--- src/rtl/pipe_stage_reg.sv ---
// Elastic pipeline stage: DEPTH register slices in series with valid/ready
// handshaking, bubble collapsing, flush and an occupancy counter.
// Optional feature: define PIPE_STAGE_REG_SKID_EN to insert a one-entry skid
// register ahead of slice 1, which registers in_ready (no combinational path
// from out_ready) and raises capacity to DEPTH+1.
module pipe_stage_reg #(
  parameter int unsigned DATA_W = 32,
  parameter int unsigned CTRL_W = 8,
  parameter int unsigned DEPTH  = 1
) (
  input  logic              clock,
  input  logic              reset_n,
  input  logic              in_valid,
  output logic              in_ready,
  input  logic [CTRL_W-1:0] in_ctrl,
  input  logic [DATA_W-1:0] in_data,
  input  logic              flush,
  output logic              out_valid,
  input  logic              out_ready,
  output logic [CTRL_W-1:0] out_ctrl,
  output logic [DATA_W-1:0] out_data,
  output logic [2:0]        occupancy
);

  // Slice k = 0 is the first slice (nearest the input), DEPTH-1 drives the outputs.
  logic [DEPTH-1:0]             valid_q, valid_d;
  logic [DEPTH-1:0][CTRL_W-1:0] ctrl_q, ctrl_d;
  logic [DEPTH-1:0][DATA_W-1:0] data_q, data_d;

  // ready[k] is the ready seen by slice k; ready[DEPTH] is the downstream ready.
  logic [DEPTH:0] ready;

  // Source feeding slice 0 (input or skid entry).
  logic              src_valid;
  logic [CTRL_W-1:0] src_ctrl;
  logic [DATA_W-1:0] src_data;

  // Upstream view for every slice: element k is what slice k loads from.
  logic [DEPTH:0]             chain_valid;
  logic [DEPTH:0][CTRL_W-1:0] chain_ctrl;
  logic [DEPTH:0][DATA_W-1:0] chain_data;

  logic       alive_q;
  logic       in_fire;
  logic       out_fire;
  logic [2:0] occ_q, occ_d;

  // Ready chain: a slice can load if it is empty or its occupant moves on.
  always_comb begin
    ready        = '0;
    ready[DEPTH] = out_ready;
    for (int k = DEPTH - 1; k >= 0; k--) begin
      ready[k] = ~valid_q[k] | ready[k+1];
    end
  end

`ifdef PIPE_STAGE_REG_SKID_EN
  logic              skid_valid_q, skid_valid_d;
  logic [CTRL_W-1:0] skid_ctrl_q, skid_ctrl_d;
  logic [DATA_W-1:0] skid_data_q, skid_data_d;

  // Registered ready: only depends on whether the skid slot is free.
  assign in_ready = alive_q & ~skid_valid_q;
  assign in_fire  = in_valid & in_ready;

  // A parked skid entry is older than anything on the input, so it goes first.
  assign src_valid = skid_valid_q | in_fire;
  assign src_ctrl  = skid_valid_q ? skid_ctrl_q : in_ctrl;
  assign src_data  = skid_valid_q ? skid_data_q : in_data;

  // Skid next state: drain into slice 0, or catch an input slice 0 cannot take.
  always_comb begin
    skid_valid_d = skid_valid_q;
    skid_ctrl_d  = skid_ctrl_q;
    skid_data_d  = skid_data_q;
    if (flush) begin
      skid_valid_d = 1'b0;
      skid_ctrl_d  = '0;
    end else if (skid_valid_q) begin
      if (ready[0]) begin
        skid_valid_d = 1'b0;
        skid_ctrl_d  = '0;
      end
    end else if (in_fire && !ready[0]) begin
      skid_valid_d = 1'b1;
      skid_ctrl_d  = in_ctrl;
      skid_data_d  = in_data;
    end
  end

  // Skid register state.
  always_ff @(posedge clock or negedge reset_n) begin
    if (!reset_n) begin
      skid_valid_q <= 1'b0;
      skid_ctrl_q  <= '0;
      skid_data_q  <= '0;
    end else begin
      skid_valid_q <= skid_valid_d;
      skid_ctrl_q  <= skid_ctrl_d;
      skid_data_q  <= skid_data_d;
    end
  end
`else
  // Pass-through ready: combinational from out_ready via the ready chain.
  assign in_ready  = alive_q & ready[0];
  assign in_fire   = in_valid & in_ready;
  assign src_valid = in_fire;
  assign src_ctrl  = in_ctrl;
  assign src_data  = in_data;
`endif

  assign chain_valid = {valid_q, src_valid};
  assign chain_ctrl  = {ctrl_q, src_ctrl};
  assign chain_data  = {data_q, src_data};

  // Slice next state: flush clears valid/ctrl; a load of a bubble keeps old data.
  always_comb begin
    valid_d = valid_q;
    ctrl_d  = ctrl_q;
    data_d  = data_q;
    if (flush) begin
      valid_d = '0;
      ctrl_d  = '0;
    end else begin
      for (int k = 0; k < DEPTH; k++) begin
        if (ready[k]) begin
          valid_d[k] = chain_valid[k];
          ctrl_d[k]  = chain_valid[k] ? chain_ctrl[k] : '0;
          if (chain_valid[k]) data_d[k] = chain_data[k];
        end
      end
    end
  end

  // Slice register state.
  always_ff @(posedge clock or negedge reset_n) begin
    if (!reset_n) begin
      valid_q <= '0;
      ctrl_q  <= '0;
      data_q  <= '0;
    end else begin
      valid_q <= valid_d;
      ctrl_q  <= ctrl_d;
      data_q  <= data_d;
    end
  end

  assign out_valid = valid_q[DEPTH-1];
  assign out_ctrl  = ctrl_q[DEPTH-1];
  assign out_data  = data_q[DEPTH-1];
  assign out_fire  = out_valid & out_ready;

  // Occupancy next state: +1 on accept, -1 on consume, cleared by flush.
  always_comb begin
    occ_d = occ_q;
    if (flush) begin
      occ_d = '0;
    end else begin
      case ({in_fire, out_fire})
        2'b10:   occ_d = occ_q + 3'd1;
        2'b01:   occ_d = occ_q - 3'd1;
        default: occ_d = occ_q;
      endcase
    end
  end

  // Occupancy counter and the post-reset enable that holds in_ready low in reset.
  always_ff @(posedge clock or negedge reset_n) begin
    if (!reset_n) begin
      occ_q   <= '0;
      alive_q <= 1'b0;
    end else begin
      occ_q   <= occ_d;
      alive_q <= 1'b1;
    end
  end

  assign occupancy = occ_q;

endmodule

--- config.mk ---
export PLATFORM = sky130hd
export DESIGN_NAME = pipe_stage_reg
export DESIGN_NICKNAME = d
export VERILOG_FILES = /design/src/rtl/pipe_stage_reg.sv
export SDC_FILE = /design/constraint.sdc
export NUM_CORES = 1
export LEC_CHECK = 0
export BUFFER_PORTS_ARGS = -buffer_cell sky130_fd_sc_hd__buf_2
export CELL_PAD_IN_SITES_DETAIL_PLACEMENT = 1
export CELL_PAD_IN_SITES_GLOBAL_PLACEMENT = 1
export CORE_MARGIN = 3
export CORE_UTILIZATION = 31
export CTS_BUF_LIST = sky130_fd_sc_hd__clkbuf_8 sky130_fd_sc_hd__clkbuf_16
export DETAILED_ROUTE_END_ITERATION = 10
export PLACE_DENSITY_LB_ADDON = 0.2
export SYNTH_ARGS = -nofsm -noshare
export SYNTH_HDL_FRONTEND = slang
export SYNTH_SLANG_ARGS = --single-unit
--- constraint.sdc ---
create_clock -name clock -period 2 [get_ports clock]
set_input_delay 0.3 -clock clock [delete_from_list [all_inputs] [get_ports clock]]
set_output_delay 0.3 -clock clock [all_outputs]
set_load 0.02 [all_outputs]
# Yosys cells after proc, flatten, opt, wreduce, memory -nomap -nowiden
# Cells that the tools add are included.
[op_classes] addsub=2 eq_ne=2 muxes=7 n_bitwise=6 n_reduce_logical=3
[ops] operator="two-way mux 8 bit" count=3
[ops] operator="one-hot mux 3 bit (2 select lines)" count=1
[ops] operator="adder 3 x 1 -> 3 bit (second input constant)" count=1
[ops] operator="AND 1 bit" count=3
[ops] operator="two-way mux 3 bit" count=1
[ops] operator="AND reduction 3 bit" count=1
[ops] operator="nonzero test 3 bit" count=1
[ops] operator="subtractor 3 x 1 -> 3 bit (second input constant)" count=1
[ops] operator="equality test 2 x 1 -> 1 bit (second input constant)" count=1
[ops] operator="equality test 2 bit (second input constant)" count=1
[ops] operator="two-way mux 1 bit" count=2
[ops] operator="inverter 1 bit" count=2
[ops] operator="nonzero test 2 bit" count=1
[ops] operator="OR 1 bit" count=1
[totals] reg_bits=45 inputBits=45 out_inout_bits=45

# Logic depth before layout (Yosys ltp)
[depth] word_depth=7 depth_mapped=6

# Worst setup path before layout
# OpenSTA, ideal clock, no wires.
[synth_path] path_kind="register to register" startpoint="reg alive_q" endpoint="reg occ_q[1] (netlist: occupancy[1])" arrival_ps=1783 slack_ps=74 path_stages_with_launch=7 synth_period_minus_slack_ps=1926 cell_sequence="dfrtp_1 > a21boi_0 > and2_1 > fa_1 > and3_1 > a211oi_1 > a211oi_1"
[synth_via] elab_chain_len=5
[synth_lines] element="start: declaration" line_no="43" rtl="logic alive_q;"
[synth_lines] element="start signal: assignment" line_no="171" rtl="alive_q <= 1'b0;"
[synth_lines] element="start signal: assignment" line_no="174" rtl="alive_q <= 1'b1;"
[synth_lines] element="AND 1 bit *" line_no="105" rtl="assign in_ready = alive_q & ready[0];"
[synth_lines] element="AND 1 bit *" line_no="106" rtl="assign in_fire = in_valid & in_ready;"
[synth_lines] element="equality test 2 x 1 -> 1 bit or equality test 2 bit (tied branches)" line_no="159" rtl="case ({in_fire, out_fire})"
[synth_lines] element="one-hot mux 3 bit (2 select lines)" line_no="159"
[synth_lines] element="two-way mux 3 bit" line_no="156" rtl="if (flush) begin"
[synth_lines] element="end signal: assignment" line_no="170" rtl="occ_q <= '0;"
[synth_lines] element="end signal: assignment" line_no="173" rtl="occ_q <= occ_d;"
[synth_lines] element="end: declaration" line_no="46" rtl="logic [2:0] occ_q, occ_d;"
# Every way passes the cells marked *; elsewhere a longest branch is shown, timed or not.
# A chain may end at the register's enable or synchronous reset.

# Worst setup path in the final report
# Ends and elaborated chain as after synthesis.

==> summary.txt <==
Ports = 90
Synthesized Nets = 163
H-Tree Depth = 2
Critical-path top delay cell = dfrtp_1
Worst setup SP type = register
Syn Inst Count = 117
Clock sink total = 45
Detail Route Antenna Nets = 0
Status = finished clean
Initial antenna violation count = 0
Leakage = 1.23 nW
Most frequent cell after synthesis = dfrtp_1
Fill count = 630
Ranking of synthesized cells by area = dfrtp_1, mux2_2, mux2_1
CTS clk-pin slew, worst paths = 0.08 ns
Diodes inserted = 0
Remaining Overflow, GRT = 0
Share of cells above drive strength 1 = 0.606
Initial Util = 0.326
Peak VDD IR = 387 µV
Core ar. = 0.00557 mm²
FF+latch count, synth = 45
CP Data Arrival Time = 1.99 ns
DRC = 0
Worst r2r path cells = 6
Synth top cells by count = dfrtp_1, mux2_2, a22o_1, mux2_1, buf_6
Hold Crit Start = in_data[19]
Routability cong. = 0.737
Total die area = 0.00681 mm²
F_max = 0.545 GHz
Reg-to-reg critical path endpoint = occupancy[1]
Hold Path End = out_data[19]
Class of the most critical setup path = register to register
Tot Pwr = 2.24 mW
Fin crit period = 1.84 ns
Via count of the first global-routing pass = 1392
Slew Viols, Final = 0
Largest net degree at the start of global routing = 25
Nets = 258
Die W = 82.5 µm
Vias = 1313
CP most frequent cell = a211oi_1
CTS tree = done
CP cell instances = a21boi_2 -> and2_1 -> fa_1 -> and3_1 -> a211oi_1 -> a211oi_1
Post-synth top area share = 0.620
GR Util All Layers = 0.131
Synth Area per Inst = 15.5 µm²
Vias per cell = 4.61
Seq/Total Area, Yosys = 0.620
Starting DRC count in detailed routing = 19
Worst-Skew Late Latency = 0.28 ns
Clock buffer depth = 2
DIE HEIGHT = 82.5 µm
Hold Path Stages = 2
Final setup viols = 0
Slew @ Worst Pin = 0.601 ns
R2r startpoint = alive_q
Synth area leader = dfrtp_1
Reg2reg setup slack = 0.16 ns
Sum Neg Setup Slack = 0 ns
Setup crit end kind = register
Number of hold violations in the final report = 0
IO Port Bufs = 89
Final worst path period share = 0.918
Crit path largest cell delay = 0.43 ns
Area growth from synthesis to layout = 33.6%
Routed wire per std cell = 14.9 µm
Critical Path RT = 2.16 ns
Power per cell area = 924 mW/mm²
Routed WL = 4260 µm
Post-Route Skew = 0.00768 ns
Top FF cell, synth = dfrtp_1
Asr flop ratio synth = 1.00
Worst min path class = input pin to register
HPWL after detailed placement = 3350 µm
Post-synth EDFFs = 0
RSZ-0062 raised after global routing = no
Library cells used by synthesis = 27
TritonRoute pass-1 iters = 4
Yosys warnings = 0
Row count = 27
Root Buffer = clkbuf_8
Worst Path Max Fanout = 5
Slew headroom = 0.599
Cell Area, Synth = 0.00182 mm²
CTS Buf Count = 5
Global-route wire length before repair = 6800 µm
Max-cap viol count = 0
logic make-up (layout without fill, tap and decap cells):
kind of cell,count (synthesis),in the layout,synth area share
other,1,1,0.00207
and+or+nand+nor,16,16,0.0613
AOI/OAI and AO/OA,13,13,0.0600
DFF,45,45,0.620
buffers and inverters,6,102,0.0296
muxes,35,35,0.216
adders and majority gates,1,1,0.0110
flip-flops by register name, summed over array words and instances, names as in the netlist:
signal     count
occupancy      3
alive_q        1
out_data      32
out_valid      1
out_ctrl       8
critical path, delay by kind of cell (launching register included):
family	cells	cell delay [ns]
compound gates	3	0.47
flops	1	0.43
fa+ha+maj	1	0.43
simple gates	2	0.37
worst max-delay path by stage:
stage / startpoint / to / slack (ns) / cells past startpoint
CTS: alive_q / occupancy[1] / 0.04 / 6
floorplan: alive_q / occupancy[1] / 0.07 / 6
detailed placement: alive_q / occupancy[1] / 0.05 / 6
global placement: in_valid / occupancy[1] / 0.18 / 7
global route: alive_q / occupancy[1] / 0.04 / 6
finish: alive_q / occupancy[1] / 0.16 / 6
what timing repair did:
action,CTS,global route
hold buffers,1,0
resized for setup,0,2
buffers inserted,0,0
hold endpoints to repair,22,0
endpoints found under the setup margin,0,1
through the flow:
stage	instances	cell area [µm²]	utilization	hold WS (ns)	setup slack (ns)
finish	285	2420	0.435	0.235	0.165
CTS	285	2420	0.434	0.223	0.0366
detailed placement	276	2330	0.418	0.304	0.0511
global placement	276	2330	0.418	0.295	0.178
floorplan	117	1820	-	0.00441	0.0740
global route	285	2420	0.435	0.221	0.0370
power by group:
part,switching (mW),internal [mW]
logic,0.338,0.252
registers,0.0780,1.05
clock network,0.282,0.237
metal layers:
layer  global-route usage  wire length (µm)  share of wire
met3               0.0456               310          0.073
met5                    0                 0              0
met2                0.225              2300           0.54
met4               0.0294                19         0.0045
met1                0.158              1630           0.38
placed cells by master (no fill, tap or decap), drive strengths merged, types with 2 or more instances in the layout:
cell,instances
buf,93
dfrtp,45
mux2,33
a22o,8
clkbuf,5
nor2b,3
mux2i,2
a211oi,2
inv,2
a21boi,2
nor3,2
final cells by class:
type	instances	area (µm²)	area share
Multi-Input combinational cell	66	639	0.264
Sequential cell	45	1130	0.464
Timing Repair Buffer	94	485	0.200
Clock inverter	3	15.0	0.00619
Tap cell	72	90.1	0.0372
Clock buffer	5	68.8	0.0284
Power figures use the tool's default switching activity.
